==> src/rtl/if_fetch_unit.sv <==
// Instruction-fetch stage: owns the PC, drives the synchronous instruction SRAM
// read port, applies stall and branch redirect, and presents ID with an
// instruction word that stays stable while ID is stalled.
module if_fetch_unit #(
  parameter logic [31:0] RESET_PC = 32'hBFC0_0000,
  parameter int          STALL_WD = 6
) (
  input  logic                clk,
  input  logic                rst,
  input  logic [STALL_WD-1:0] stall,
  input  logic [32:0]         br_bus,
  output logic [32:0]         if_to_id_bus,
  output logic                inst_sram_en,
  output logic [3:0]          inst_sram_wen,
  output logic [31:0]         inst_sram_addr,
  output logic [31:0]         inst_sram_wdata,
  input  logic [31:0]         inst_sram_rdata,
  output logic [31:0]         if_inst
);

  logic        br_e;
  logic [31:0] br_addr;

  logic [31:0] pc_q, pc_d;
  logic        ce_q, ce_d;
  logic        pend_v_q, pend_v_d;
  logic [31:0] pend_addr_q, pend_addr_d;
  logic        hold_v_q, hold_v_d;
  logic [31:0] hold_q, hold_d;
  logic [31:0] next_pc;

  // Only the PC/IF and ID stop flags matter here; later stages are ignored.
  logic unused_stall;
  assign unused_stall = ^stall[STALL_WD-1:2];

  assign br_e    = br_bus[32];
  assign br_addr = br_bus[31:0];

  // Fetch address: a redirect parked during a stall wins over a live branch,
  // which wins over sequential fetch (32-bit wrap is intended).
  always_comb begin
    next_pc = pc_q + 32'd4;
    if (pend_v_q) begin
      next_pc = pend_addr_q;
    end else if (br_e) begin
      next_pc = br_addr;
    end
  end

  // Next-state for PC, pending redirect and the ID-stall instruction hold buffer.
  always_comb begin
    pc_d        = pc_q;
    ce_d        = ce_q;
    pend_v_d    = pend_v_q;
    pend_addr_d = pend_addr_q;
    hold_v_d    = hold_v_q;
    hold_d      = hold_q;

    if (stall[0]) begin
      // Front end frozen: remember only the first redirect seen while stopped.
      if (br_e && !pend_v_q) begin
        pend_v_d    = 1'b1;
        pend_addr_d = br_addr;
      end
    end else begin
      pc_d     = next_pc;
      ce_d     = 1'b1;
      pend_v_d = 1'b0;
    end

    // Capture the word ID is looking at when it stalls, because the SRAM
    // output may move on underneath it.
    if (!stall[1]) begin
      hold_v_d = 1'b0;
    end else if (!hold_v_q && ce_q) begin
      hold_v_d = 1'b1;
      hold_d   = inst_sram_rdata;
    end
  end

  // Control and PC state with synchronous reset.
  always_ff @(posedge clk) begin
    if (rst) begin
      pc_q     <= RESET_PC - 32'd4;
      ce_q     <= 1'b0;
      pend_v_q <= 1'b0;
      hold_v_q <= 1'b0;
      hold_q   <= 32'h0;
    end else begin
      pc_q     <= pc_d;
      ce_q     <= ce_d;
      pend_v_q <= pend_v_d;
      hold_v_q <= hold_v_d;
      hold_q   <= hold_d;
    end
  end

  // Pending redirect address is qualified by pend_v_q, so it needs no reset.
  always_ff @(posedge clk) begin
    pend_addr_q <= pend_addr_d;
  end

  assign if_to_id_bus    = {ce_q, pc_q};
  assign inst_sram_en    = ~rst & ~stall[0];
  assign inst_sram_wen   = 4'b0000;
  assign inst_sram_addr  = next_pc;
  assign inst_sram_wdata = 32'h0;
  assign if_inst         = hold_v_q ? hold_q : inst_sram_rdata;

endmodule

==> config.mk <==
export PLATFORM = sky130hd
export DESIGN_NAME = if_fetch_unit
export DESIGN_NICKNAME = d
export VERILOG_FILES = /design/src/rtl/if_fetch_unit.sv
export SDC_FILE = /design/constraint.sdc
export NUM_CORES = 1
export LEC_CHECK = 0
export BUFFER_PORTS_ARGS = -buffer_cell sky130_fd_sc_hd__buf_4
export CORE_UTILIZATION = 53
export DETAILED_ROUTE_END_ITERATION = 8
export GPL_TIMING_DRIVEN = 1
export PLACE_DENSITY = 0.86
export SYNTH_ARGS = -nofsm -noshare
export SYNTH_HDL_FRONTEND = slang
export SYNTH_SLANG_ARGS = --single-unit
export TNS_END_PERCENT = 50
==> constraint.sdc <==
create_clock -name clk -period 6 [get_ports clk]
set_input_delay 0.6 -clock clk [delete_from_list [all_inputs] [get_ports clk]]
set_output_delay 0.6 -clock clk [all_outputs]
set_load 0.02 [all_outputs]
==> summary.md, run 1 <==
| Metric | Value |
|---|---|
| Setup WS post-layout | 2.511 ns |
| First-pass GRT wire length | 21.92 mm |
| Clock Skew | 0.009721 ns |
| Overall power | 1.768 mW |
| RSZ-0062 raised after global routing | no |
| Vias | 4,966 |
| Fmax | 0.2866 GHz |
| Compound-Gate Fraction of Synth Area | 18.45% |
| Iter 0 DRT Violations | 349 |
| Mean Syn Cell Area | 9.052 um^2 |
| Cell Area, Synth | 5404 um^2 |
| Syn-to-layout area delta | 25.65% |
| CTS max path bufs | 2 |
| CP Capture Type | output pin |
| CTS Buf Count | 9 |
| Post-Route WL | 14.41 mm |
| Post-CTS Setup Bufs | 0 |
| Total track usage | 26.76% |
| Top cells by area, synth | dfxtp_1 25%, edfxtp_1 18%, mux2_2 6.9% |
| Worst R2R End | pc_q[14]$_SDFFE_PP1N_ |
| Outcome | finished clean |
| Crit path from | pc_q[2]$_SDFFE_PP1N_ |
| Synth Area in Simple Gates | 16.86% |
| Detailed Routing Iterations Pass 1 | 5 |
| CTS Sinks | 99 |
| Critical-path top delay cell | nor2_1 |
| Routability cong. | 0.8485 |
| Core region area | 9819 um^2 |
| Reg-to-Reg Start | pc_q[2]$_SDFFE_PP1N_ |
| Rel. slew slack | 18.70% |
| Synth warn | 0 |
| Hold slack | 0.4088 ns |
| CP Buf/Inv Count | 1 |
| Fin. max-slew vios | 0 |
| Drt drc | 0 |
| Crit Path Class | flip-flop to output pin |
| IO Count | 207 |
| Die area | 10,600 um^2 |
| Max cap viols | 0 |
| Ys flop type | dfxtp_1 |
| Commonest non-fill, non-tap cell in the layout | buf_4 |
| Port bufs | 166 |
| Dpl cells | 857 |
| Cts hold-fix bufs | 0 |
| Synth unique cells | 51 |
| Clk root buf | clkbuf_8 |
| Die Ht | 103.0 um |
| Share of layout cells above drive strength 1 | 31.22% |
| Startpoint types | flip-flop |
| Crit share post-route | 58.15% |
| Largest net degree at the start of global routing | 55 |
| Cells along the critical path | ha_1, nand3_1, nor2_1, nand3_1, xor2_1, o21ai_1, buf_4 |
| Synth Area in Adders | 0.2315% |
| TritonCTS clock tree | yes |
| Register area share after synthesis | 42.60% |
| R2r setup slk | 3.42 ns |
| Yosys top cell area share | 24.82% |
| Post-synthesis mux area share | 9.285% |
| Flops & latches, synth | 99 |
| Most common cell on crit path | nand3_1 |
| Fin cells | 873 |
| Hold Vio Cnt, Final | 0 |
| Diodes inserted | 0 |
| Worst min-delay path category | primary input to flip-flop |
| Width of the die | 103.0 um |
| CP max FO | 12 |
| Synth area leader | dfxtp_1 |
| Worst Hold Path EP | pend_addr_q[1]$_DFFE_PP_ |
| Worst Hold Depth | 1 |
| Clock Latency Late Sink | 0.37 ns |
| Starting Density | 55.03% |
| Post-DR vias/cell | 5.688 |
| Xor/xnor share of the synthesized area | 3.890% |
| Final setup fails | 0 |
| Hold_sp | br_bus[1] |
| Initial antenna violation count | 0 |
| LEAKAGE | 2.808 nW |
| R2r worst-path depth | 6 |
| PD cells | 260.4 nW/um^2 |
| Post-synth EDFFs | 32 |
| Gr ovfl total | 0 |
| Largest family of logic cells by synthesized area | compound AO/OA/AOI/OAI gates |
| Asr flop ratio synth | 0% |
| Dpl hpwl | 10.03 mm |
| Worst EP arrival | 2.89 ns |
| H-tree depth | 3 |
| Crit-path leading delay family | simple AND/OR/NAND/NOR gates |
| Nets@finish | 809 |
| Max rail drop VDD | 0.0001424 V |
| Vias in the first global route | 4,693 |
| Post-Syn Instances | 597 |
| Most frequent cells in the layout | 171 x buf_4, 88 x nand2_1, 67 x dfxtp_1 |
| Worst-Margin Slew | 1.218 ns |
| CTS clk-pin slew, worst paths | 0.10 ns |
| Pre-CTS setup slack | 2.941 ns |
| Row count | 36 |
| WL/cell | 16.51 um |
| Required @ worst endpoint | 5.40 ns |
| Crit path time final | 3.489 ns |
| CP peak stage delay | 0.74 ns |
| Post-route setup TNS | 0 ns |
| Cts repair resizes | 0 |
| Antenna Violating Nets Remaining | 0 |
-- per-layer routing --
layer,up-vias,track usage (%),part of all wire (%)
li1,2361,-,-
met5,-,0,0
met3,14,7.729,9.2
met1,2354,30.43,38
met2,237,47.74,51
met4,0,9.534,1.4
-- report_power, final --
group / internal, mW / switching, mW / total (mW)
sequential: 0.730 / 0.0415 / 0.772
clock: 0.267 / 0.238 / 0.506
combinational: 0.198 / 0.293 / 0.491
total: 1.20 / 0.573 / 1.77
-- cells by family (layout without fill, tap and decap cells) --
logic type / Yosys count / in the layout
and+or+nand+nor: 182 / 182
AOI/OAI and AO/OA: 160 / 160
DFF: 99 / 99
buffers and inverters: 84 / 192
muxes: 46 / 46
xor gates and xnor gates: 24 / 24
adders and majority gates: 1 / 1
other: 1 / 36
-- worst max-delay path by stage --
stage	endpoint	slack, ns	cells after the start
after global placement	inst_sram_addr[24]	3.01	7
after floorplan	pend_addr_q[0]$_DFFE_PP_	3.00	4
after global routing	inst_sram_addr[30]	2.33	7
after detailed placement	inst_sram_addr[30]	2.94	7
final	inst_sram_addr[24]	2.51	7
after CTS	inst_sram_addr[24]	2.52	7
-- area by class of cell --
| cell class | instances | area, um^2 |
|---|---|---|
| clock buffer | 13 | 202.7 |
| multi-input combinational | 449 | 2778 |
| fill | 762 | 3029 |
| timing repair buffer | 171 | 1284 |
| clock inverter | 3 | 38.79 |
| sequential | 99 | 2302 |
| inverter | 5 | 18.77 |
| tap | 133 | 166.4 |
-- sequential cells by signal, indices dropped and copies added, names as in the netlist --
signal and flops:
hold_q 32, pend_v_q 1, pc_q 32, ce_q 1
pend_addr_q 32, hold_v_q 1
-- through the flow --
stage               instance area, um^2  util (%)
floorplan                          5535         -
finish                             6790     69.15
global placement                   6549     66.69
CTS                                6790     69.15
global route                       6790     69.15
detailed placement                 6549     66.69
-- cells in the mapped netlist, types with 2 or more instances --
library cell,n
nand2_1,88
dfxtp_1,67
a21oi_1,47
buf_4,39
mux2_2,33
edfxtp_1,32
clkbuf_1,29
nor2_1,28
o21ai_0,24
a22oi_1,21
xor2_1,19
nand3_1,18
o21ai_1,15
mux2i_1,13
a31oi_1,10
nand4_1,10
a21o_1,9
o31ai_1,9
buf_1,8
a221o_1,6
and3_1,6
nor3_1,6
inv_1,5
xnor2_1,5
or4_1,4
and2_1,3
buf_2,3
nand3_2,3
nor2b_1,3
o211ai_1,3
o31a_1,3
a211oi_1,2
and4_1,2
nand2b_1,2
nand4_4,2
nor3_4,2
o21a_1,2
o22ai_1,2
or2_2,2
-- worst reg2reg max path, stage by stage, from the launching register on --
cell and delay, ns:
dfxtp_1 0.44, ha_1 0.29, nand3_1 0.18, nor2_1 0.74, nand2_1 0.24, a21o_1 0.25, a221o_1 0.34
(Power assumes the default switching activity.)
==> inputs of run 2 (changes only) <==
Settings changed: CORE_UTILIZATION 53 to 50, PLACE_DENSITY 0.86 to 0.81.
Clock period 6 ns to 3.6 ns, I/O delays scaled along.
==> summary.md, run 2 (same netlist as run 1, synthesis figures left out) <==
| Metric | Value |
|---|---|
| Biggest regs | hold_q x32, pc_q x32, pend_addr_q x32 |
| CTS Sinks | 99 (unchanged) |
| Startpoint types | flip-flop |
| Clock Skew | 0.009910 ns (+0.0001883 ns) |
| Cts repair resizes | 0 (unchanged) |
| Syn-to-layout area delta | 25.75% (about the same) |
| Largest net degree at the start of global routing | 55 (unchanged) |
| Overall power | 2.917 mW (+65%) |
| Worst-Margin Slew | 1.263 ns (+0.04458 ns) |
| CTS Buf Count | 9 (unchanged) |
| IO Count | 207 (unchanged) |
| Worst EP arrival | 2.54 ns (-0.35 ns) |
| Post-route setup TNS | 0 ns (unchanged) |
| Gr ovfl total | 0 (unchanged) |
| Post-Route WL | 14.28 mm (-0.96%) |
| CP peak stage delay | 0.57 ns (-0.17 ns) |
| Die Ht | 106.0 um (+2.9%) |
| Width of the die | 106.0 um (+2.9%) |
| Vias in the first global route | 4,557 (-2.9%) |
| Crit path time final | 2.897 ns |
| Die area | 11,230 um^2 (+5.9%) |
| Clock Latency Late Sink | 0.38 ns (about the same) |
| Clk root buf | clkbuf_8 |
| Outcome | finished clean |
| TritonCTS clock tree | yes |
| Clock Power Share | 27.9% (-0.7 points) |
| R2r setup slk | 1.39 ns (-2.03 ns) |
| Filler cells | 874 (+15%) |
| Row count | 37 (+2.8%) |
| Detailed Routing Iterations Pass 1 | 5 (unchanged) |
| Final setup fails | 0 (unchanged) |
| Register share of total power | 44.2% (+0.6 points) |
| Sw Pwr | 0.9559 mW (+67%) |
| Diodes inserted | 0 (unchanged) |
| Antenna Violating Nets Remaining | 0 (unchanged) |
| Routability cong. | 0.8231 (-3.0%) |
| Post-CTS Setup Bufs | 0 (unchanged) |
| Rel. slew slack | 15.73% (-3.0 points) |
| PD cells | 429.3 nW/um^2 (+65%) |
| Worst min-delay path category | primary input to flip-flop |
| Starting Density | 51.88% (-3.2 points) |
| Max cap viols | 0 (unchanged) |
| H-tree depth | 3 (unchanged) |
| Iter 0 DRT Violations | 301 (-14%) |
| Nets@finish | 810 (+0.12%) |
| Fin. max-slew vios | 0 (unchanged) |
| CP Buf/Inv Count | 1 (unchanged) |
| Cells along the critical path | nand3_2, nor3_4, a31oi_1, o31ai_1, o21ai_1, buf_4 |
| Critical-path top delay cell | nor3_4 |
| Port bufs | 166 (unchanged) |
| Fmax | 0.3452 GHz |
| Comb power frac | 27.9% (about the same) |
| Internal | 1.961 mW (+64%) |
| Share of layout cells above drive strength 1 | 31.58% (+0.36 points) |
| Crit share post-route | 80.48% |
| Drt drc | 0 (unchanged) |
| WL/cell | 16.28 um (-1.4%) |
| Required @ worst endpoint | 3.24 ns (-2.16 ns) |
| CTS clk-pin slew, worst paths | 0.10 ns (about the same) |
| CTS max path bufs | 2 (unchanged) |
| CP max FO | 14 (+2) |
| First-pass GRT wire length | 22.25 mm (+1.5%) |
| Max rail drop VDD | 0.0002175 V (+53%) |
| Dpl hpwl | 10.03 mm (about the same) |
| Commonest non-fill, non-tap cell in the layout | buf_4 |
| Crit-path leading delay family | simple AND/OR/NAND/NOR gates |
| Most frequent cells in the layout | 172 x buf_4, 88 x nand2_1, 67 x dfxtp_1 |
| Initial antenna violation count | 0 (unchanged) |
| Crit Path Class | flip-flop to output pin |
| Core region area | 10,420 um^2 (+6.1%) |
| Post-DR vias/cell | 5.623 (-1.2%) |
| LEAKAGE | 2.813 nW (+0.19%) |
| RSZ-0062 raised after global routing | no |
| Sw Ratio | 32.77% (+0.35 points) |
| Vias | 4,931 (-0.70%) |
| Hold Vio Cnt, Final | 0 (unchanged) |
| Cts hold-fix bufs | 0 (unchanged) |
| CP Capture Type | output pin |
| Total track usage | 24.96% (-1.8 points) |
run 2: worst register-to-register path: cells and delay by family, from the launching register on:
family        cells  cell delay [ns]
simple gates      5             1.64
flops             1             0.51
run 2: power by group through the flow:
| stage | Clock (mW) | Sequential [mW] | Combinational [mW] |
|---|---|---|---|
| floorplan | 0 | 1.33 | 0.507 |
| CTS | 0.822 | 1.29 | 0.811 |
| detailed placement | 0 | 1.31 | 0.809 |
| finish | 0.814 | 1.29 | 0.813 |
| global route | 0.871 | 1.30 | 0.869 |
| global placement | 0 | 1.31 | 0.792 |
run 2: per-layer routing:
layer | share of wire, % | wire (um) | up-vias | track usage, %
li1 | - | - | 2354 | -
met1 | 42 | 6000 | 2327 | 31.57
met2 | 48 | 6825 | 226 | 40.43
met3 | 8.2 | 1164 | 24 | 5.763
met4 | 2.0 | 286 | 0 | 11.61
met5 | 0 | 0 | - | 0
run 2: stage by stage:
step / instance area, um^2 / hold WS [ns] / setup WS, ns / cells / util, %
after floorplan: 5535 / 0.4329 / 0.8350 / 632 / -
after global placement: 6560 / 0.4382 / 1.166 / 861 / 62.98
after detailed placement: 6560 / 0.4472 / 1.140 / 861 / 62.98
after CTS: 6795 / 0.1446 / 0.7094 / 877 / 65.24
after global routing: 6795 / 0.1444 / 0.5590 / 877 / 65.24
final: 6795 / 0.1571 / 0.7027 / 877 / 65.24
run 2: cell type report:
class,count,area [um^2],share of cell area [%]
Timing Repair Buffer,172,1291,19.00
Clock inverter,1,6.256,0.09206
Clock buffer,15,229.0,3.370
Multi-Input combinational cell,449,2778,40.88
Inverter,5,18.77,0.2762
Sequential cell,99,2302,33.88
Tap cell,136,170.2,2.504
run 2: worst paths after layout:
kind / endpoint / start / cells after the start
worst max-delay path: inst_sram_addr[23] / pc_q[4]$_SDFFE_PP1N_ / 6
worst max register to register: pc_q[27]$_SDFFE_PP1N_ / pc_q[4]$_SDFFE_PP1N_ / 5
worst min-delay path: pend_addr_q[13]$_DFFE_PP_ / br_bus[13] / 1
worst min register to register: hold_q[22]$_SDFFE_PP0P_ / hold_q[22]$_SDFFE_PP0P_ / 2
